### src/rtl/i2c_pkg.sv
// Shared definitions for the I2C slave responder: address width and FSM state encoding.
package i2c_pkg;

  localparam int I2C_ADDR_W = 7;

  typedef enum logic [2:0] {
    IDLE,
    ADDR,
    ADDR_ACK,
    WR_DATA,
    WR_ACK,
    RD_DATA,
    RD_ACK,
    WAIT_STOP
  } i2c_state_t;

endpackage

### src/rtl/i2c_sync_edge.sv
// Multi-flop synchronizer for one bus line plus rise/fall strobes on the synchronized value.
// Flops reset to 1 so a freshly reset block sees an idle (pulled-up) bus.
module i2c_sync_edge #(
  parameter int STAGES = 2
) (
  input  logic clk,
  input  logic rst,
  input  logic d_i,
  output logic q_o,
  output logic rise_o,
  output logic fall_o
);

  logic [STAGES-1:0] sync_q;
  logic              prev_q;

  always_ff @(posedge clk or posedge rst) begin
    if (rst) begin
      sync_q <= '1;
      prev_q <= 1'b1;
    end else begin
      sync_q <= {sync_q[STAGES-2:0], d_i};
      prev_q <= sync_q[STAGES-1];
    end
  end

  assign q_o    = sync_q[STAGES-1];
  assign rise_o = sync_q[STAGES-1] & ~prev_q;
  assign fall_o = ~sync_q[STAGES-1] & prev_q;

endmodule

### src/rtl/i2c_slave_responder.sv
// 7-bit address I2C slave: receives written bytes, requests and shifts out read bytes.
//
// state     | meaning
// IDLE      | bus free or after reset, waiting for START
// ADDR      | shifting in address + R/W bit
// ADDR_ACK  | driving ACK for a matched address
// WR_DATA   | shifting in a byte from the master
// WR_ACK    | driving ACK for a received byte
// RD_DATA   | shifting a byte out to the master
// RD_ACK    | sampling the master's ACK/NACK
// WAIT_STOP | not addressed or read ended, ignore bus until START/STOP
module i2c_slave_responder
  import i2c_pkg::*;
#(
  parameter logic [I2C_ADDR_W-1:0] SLV_ADDR    = 7'h50,
  parameter int                    SYNC_STAGES = 2
) (
  input  logic       clk,
  input  logic       rst,
  input  logic       scl_i,
  input  logic       sda_i,
  output logic       sda_oe,
  output logic [7:0] rx_data,
  output logic       rx_valid,
  output logic       rx_first,
  output logic       tx_req,
  input  logic [7:0] tx_data,
  output logic       busy
);

  logic scl_s, scl_rise, scl_fall;
  logic sda_s, sda_rise, sda_fall;
  logic start_det, stop_det;

  i2c_sync_edge #(.STAGES(SYNC_STAGES)) u_scl_sync (
    .clk(clk), .rst(rst), .d_i(scl_i), .q_o(scl_s), .rise_o(scl_rise), .fall_o(scl_fall)
  );

  i2c_sync_edge #(.STAGES(SYNC_STAGES)) u_sda_sync (
    .clk(clk), .rst(rst), .d_i(sda_i), .q_o(sda_s), .rise_o(sda_rise), .fall_o(sda_fall)
  );

  assign start_det = sda_fall & scl_s;
  assign stop_det  = sda_rise & scl_s;

  i2c_state_t state_q;
  logic [2:0] bit_cnt_q;
  logic [6:0] shift_q;
  logic [6:0] tx_shift_q;
  logic       rw_q, first_q, nack_q;
  logic       sda_oe_q, rx_valid_q, rx_first_q, tx_req_q, busy_q;
  logic [7:0] rx_data_q;

  always_ff @(posedge clk or posedge rst) begin
    if (rst) begin
      state_q    <= IDLE;
      bit_cnt_q  <= '0;
      shift_q    <= '0;
      tx_shift_q <= '0;
      rw_q       <= 1'b0;
      first_q    <= 1'b0;
      nack_q     <= 1'b0;
      sda_oe_q   <= 1'b0;
      rx_data_q  <= 8'h00;
      rx_valid_q <= 1'b0;
      rx_first_q <= 1'b0;
      tx_req_q   <= 1'b0;
      busy_q     <= 1'b0;
    end else begin
      rx_valid_q <= 1'b0;
      rx_first_q <= 1'b0;
      tx_req_q   <= 1'b0;
      if (stop_det) begin
        state_q  <= IDLE;
        busy_q   <= 1'b0;
        sda_oe_q <= 1'b0;
      end else if (start_det) begin
        state_q   <= ADDR;
        bit_cnt_q <= '0;
        busy_q    <= 1'b1;
        sda_oe_q  <= 1'b0;
      end else begin
        unique case (state_q)
          IDLE, WAIT_STOP: ;
          ADDR: if (scl_rise) begin
            shift_q   <= {shift_q[5:0], sda_s};
            bit_cnt_q <= bit_cnt_q + 3'd1;
            if (bit_cnt_q == 3'd7) begin
              rw_q    <= sda_s;
              state_q <= (shift_q == SLV_ADDR) ? ADDR_ACK : WAIT_STOP;
            end
          end
          // sda_oe doubles as the ACK phase: first fall drives, second fall releases.
          ADDR_ACK: if (scl_fall) begin
            if (!sda_oe_q) begin
              sda_oe_q <= 1'b1;
            end else begin
              sda_oe_q <= 1'b0;
              if (rw_q) begin
                state_q  <= RD_DATA;
                tx_req_q <= 1'b1;
              end else begin
                state_q <= WR_DATA;
                first_q <= 1'b1;
              end
            end
          end
          WR_DATA: if (scl_rise) begin
            shift_q   <= {shift_q[5:0], sda_s};
            bit_cnt_q <= bit_cnt_q + 3'd1;
            if (bit_cnt_q == 3'd7) begin
              rx_data_q  <= {shift_q, sda_s};
              rx_valid_q <= 1'b1;
              rx_first_q <= first_q;
              first_q    <= 1'b0;
              state_q    <= WR_ACK;
            end
          end
          WR_ACK: if (scl_fall) begin
            if (!sda_oe_q) begin
              sda_oe_q <= 1'b1;
            end else begin
              sda_oe_q <= 1'b0;
              state_q  <= WR_DATA;
            end
          end
          // tx_data is captured while tx_req is high, one clk after the SCL fall.
          RD_DATA: begin
            if (tx_req_q) begin
              tx_shift_q <= tx_data[6:0];
              sda_oe_q   <= ~tx_data[7];
              bit_cnt_q  <= '0;
            end else if (scl_rise) begin
              bit_cnt_q <= bit_cnt_q + 3'd1;
            end else if (scl_fall) begin
              if (bit_cnt_q == 3'd0) begin
                sda_oe_q <= 1'b0;
                state_q  <= RD_ACK;
              end else begin
                sda_oe_q   <= ~tx_shift_q[6];
                tx_shift_q <= {tx_shift_q[5:0], 1'b0};
              end
            end
          end
          RD_ACK: begin
            if (scl_rise) begin
              nack_q <= sda_s;
            end else if (scl_fall) begin
              if (!nack_q) begin
                state_q  <= RD_DATA;
                tx_req_q <= 1'b1;
              end else begin
                state_q <= WAIT_STOP;
              end
            end
          end
          default: state_q <= IDLE;
        endcase
      end
    end
  end

  assign sda_oe   = sda_oe_q;
  assign rx_data  = rx_data_q;
  assign rx_valid = rx_valid_q;
  assign rx_first = rx_first_q;
  assign tx_req   = tx_req_q;
  assign busy     = busy_q;

endmodule
### config.mk
export PLATFORM = sky130hd
export DESIGN_NAME = i2c_slave_responder
export DESIGN_NICKNAME = d
export VERILOG_FILES = /design/src/rtl/i2c_pkg.sv /design/src/rtl/i2c_sync_edge.sv /design/src/rtl/i2c_slave_responder.sv
export SDC_FILE = /design/constraint.sdc
export NUM_CORES = 1
export LEC_CHECK = 0
export CAP_MARGIN = 20
export CORE_MARGIN = 1.5
export CORE_UTILIZATION = 54
export DETAILED_ROUTE_END_ITERATION = 12
export MAX_ROUTING_LAYER = met4
export PLACE_DENSITY = 0.78
export REMOVE_ABC_BUFFERS = 1
export SLEW_MARGIN = 30
export SYNTH_ARGS = -nofsm -noshare
export SYNTH_HDL_FRONTEND = slang
export SYNTH_SLANG_ARGS = --single-unit
### constraint.sdc
create_clock -name clk -period 2.5 [get_ports clk]
set_input_delay 0.5 -clock clk [delete_from_list [all_inputs] [get_ports clk]]
set_output_delay 0.5 -clock clk [all_outputs]
set_load 0.005 [all_outputs]
==> key figures <==
Yosys
  • Ys Warns: 0
  • Synth area leader: dfrtp_1
  • Distinct cells, synth: 50
  • Mean Syn Cell Area: 11.29 µm²
  • Synthesized area: 2078 µm²
  • Syn Inst Count: 184
  • Synth Register Bits: 42
  • Register area share after synthesis: 0.5093
  • Yosys top cell area share: 0.4335
  • Synth area leaders: dfrtp_1 43%, mux2_2 9.2%, dfstp_2 7.6%, mux2i_1 3.9%, nand2_1 2.5%

Floorplanning
  • Initial Utilization: 0.5634
  • Core footprint: 3689 µm²
  • Boundary pin count: 25
  • Die area: 4230 µm²
  • Die Height: 65.04 µm
  • Row cnt: 22
  • Die X: 65.04 µm

Drt
  • DRT iter0 DRCs: 103
  • 1st-pass router iterations: 4
  • Final WL: 3.961 mm
  • Drt drc: 0
  • Final ANT Viol Nets: 0
  • Routed vias/inst: 5.680
  • Total number of vias: 1471
  • Wire length per cell: 15.29 µm

Critical path
  • CP Data Required Time: 2.00 ns
  • Worst path bufs/invs: 1
  • CP max stage delay: 0.73 ns
  • Critical path class: flop to output pin
  • Crit start category: flop
  • CP Cell Sequence: clkdlybuf4s50_1
  • Endpoint type of the worst setup path: output pin
  • Worst-path maximum fanout: 15
  • Slowest CP cell: dfrtp_1
  • WP data arrival: 1.64 ns
  • Crit path max-delay family: flip-flops

Clocking
  • # clock sinks: 42
  • Worst-path clk slew: 0.08 ns
  • Hold Buf Count CTS: 0
  • CTS tree: yes
  • Worst skew pair latency: 0.30 ns
  • Clock root buffer: clkbuf_8
  • Maximum clock path buffer count: 2
  • H-tree levels: 2
  • Post-cts sizing count: 0
  • Post-CTS Setup Inserts: 0
  • CTS Buf Count: 5

Power and ir drop
  • Pleak: 1.093 nW
  • Worst vdd ir: 0.0005330 V
  • Pwr Density: 859.4 nW/µm²

Job
  • Maxcap violations: 0

Placement
  • RePlAce Congestion: 0.9069
  • HPWL after detailed placement: 2.911 mm
  • Cell Area, Placed: 2350 µm²
  • Port Buf Inserts: 24

Final layout
  • Design Area, Final: 2445 µm²
  • Most frequent cells in the layout: 36 x dfrtp_1, 24 x clkdlybuf4s50_1, 17 x mux2_2
  • Commonest non-fill, non-tap cell in the layout: dfrtp_1
  • P&R area growth vs syn: 17.64%
  • Fin util: 0.6628
  • Diodes inserted: 0
  • Share of cells above drive strength 1: 0.1943
  • Final nets: 226

Timing
  • Final Hold Vio Count: 0
  • FMAX: 467.5 MHz
  • Min Tclk post-route: 2.139 ns
  • Worst Skew: 0.006778 ns
  • Tcrit/Tclk final: 0.8556
  • Max-slew violation count: 0
  • Endpoints failing setup: 0
  • Worst-margin pin slew: 0.8554 ns
  • Max-Slew Margin vs Limit: 0.4272
  • Setup TNS: 0 ns
  • RSZ-0062 raised after global routing: false

Worst hold path
  • Hold WC Path Type: flop to flop

Run status
  • Status: complete, no violations

Global routing
  • First-pass GRT wire length: 6.789 mm
  • Initial antenna violation count: 0
  • Number of global-route vias before repair: 1409
  • GRT Total Usage: 0.2190
  • Largest net degree at the start of global routing: 17
  • Gr ovfl total: 0
[metal layers]
metal | part of all wire | vias to the layer above | global-route usage
met5 | 0 | - | -
met4 | 0.015 | 0 | 0.07031
met3 | 0.046 | 5 | 0.04688
met2 | 0.49 | 44 | 0.3415
met1 | 0.45 | 717 | 0.2895
li1 | - | 705 | -
[synth_stat cells, drive strengths merged]
cell     number
a22oi         1
a31oi         4
mux2i         8
clkbuf        2
o21a          2
dfstp         6
nor4          1
buf           6
nor3          2
nor4b         1
nand3         4
inv           7
a21boi        1
o22ai         1
o22a          1
or2b          1
a2bb2oi       1
nor3b         3
a22o          1
ha            4
clkinv        1
and2b         2
or3           1
o211a         1
nor2         11
and4          1
o2111ai       1
nor2b         3
xnor2         2
o211ai        3
and2          1
xor2          2
nand4b        1
nand2b        5
dfrtp        36
o21ai        10
a221oi        1
mux2         18
o31ai         2
a21oi         9
o311a         1
nand2        15
[worst paths after layout]
| check | startpoint | to | slack (ns) | depth (start not counted) |
|---|---|---|---|---|
| max | tx_req$_DFF_PP0_ | tx_req | 0.36 | 1 |
| min | u_scl_sync.sync_q[0]$_DFF_PP1_ | u_scl_sync.sync_q[1]$_DFF_PP1_ | 0.36 | 0 |
| max reg2reg | state_q[1]$_DFFE_PP0P_ | state_q[0]$_DFFE_PP0P_ | 0.45 | 5 |
| min reg2reg | u_scl_sync.sync_q[0]$_DFF_PP1_ | u_scl_sync.sync_q[1]$_DFF_PP1_ | 0.36 | 0 |
| max in group asynchronous | rst | u_scl_sync.prev_q$_DFF_PP1_ | 1.27 | 3 |
| min in group asynchronous | rst | tx_shift_q[0]$_DFFE_PP0P_ | 0.56 | 2 |
[through the flow]
step,hold WS (ns),power (mW),setup slack (ns),std cells
after global placement,0.3463,1.596,0.5653,251
final,0.3574,2.101,0.3610,259
after floorplan,0.3452,1.448,0.4974,176
after global routing,0.3624,2.245,0.2118,259
after detailed placement,0.3468,1.642,0.4596,251
after CTS,0.3583,2.106,0.3502,259
[report_power, final]
group	internal (mW)	leakage, nW	switching, mW	total, mW
logic	0.295	0.521	0.302	0.598
clock network	0.228	0.0489	0.236	0.464
registers	0.842	0.524	0.197	1.04
total	1.37	1.09	0.735	2.10
[sequential cells by signal, indices dropped and copies added, names as in the netlist]
signal / cells
busy: 1
rx_data: 8
tx_req: 1
state_q: 3
rx_valid: 1
rw_q: 1
shift_q: 7
u_sda_sync.prev_q: 1
rx_first: 1
u_scl_sync.sync_q: 2
bit_cnt_q: 3
sda_oe: 1
u_scl_sync.prev_q: 1
u_sda_sync.sync_q: 2
nack_q: 1
tx_shift_q: 7
first_q: 1
[logic make-up after synthesis]
family | synth area share
adder cells (fa/ha/maj) | 0.02408
multiplexers | 0.1379
buffers and inverters | 0.03913
flip-flops | 0.5093
AND/OR/NAND/NOR | 0.1391
AO/OA/AOI/OAI | 0.1300
XOR/XNOR | 0.02047
[cell type report]
class / instances / area [µm²]
clock buffers: 7 / 86.33
clock inverters: 1 / 8.758
fillers: 301 / 1244
inverters: 8 / 30.03
multi-input cells: 126 / 938.4
flip-flops and latches: 42 / 1059
well taps: 48 / 60.06
repair buffers: 27 / 262.8
No activity file was read; power rests on OpenSTA's default activity.
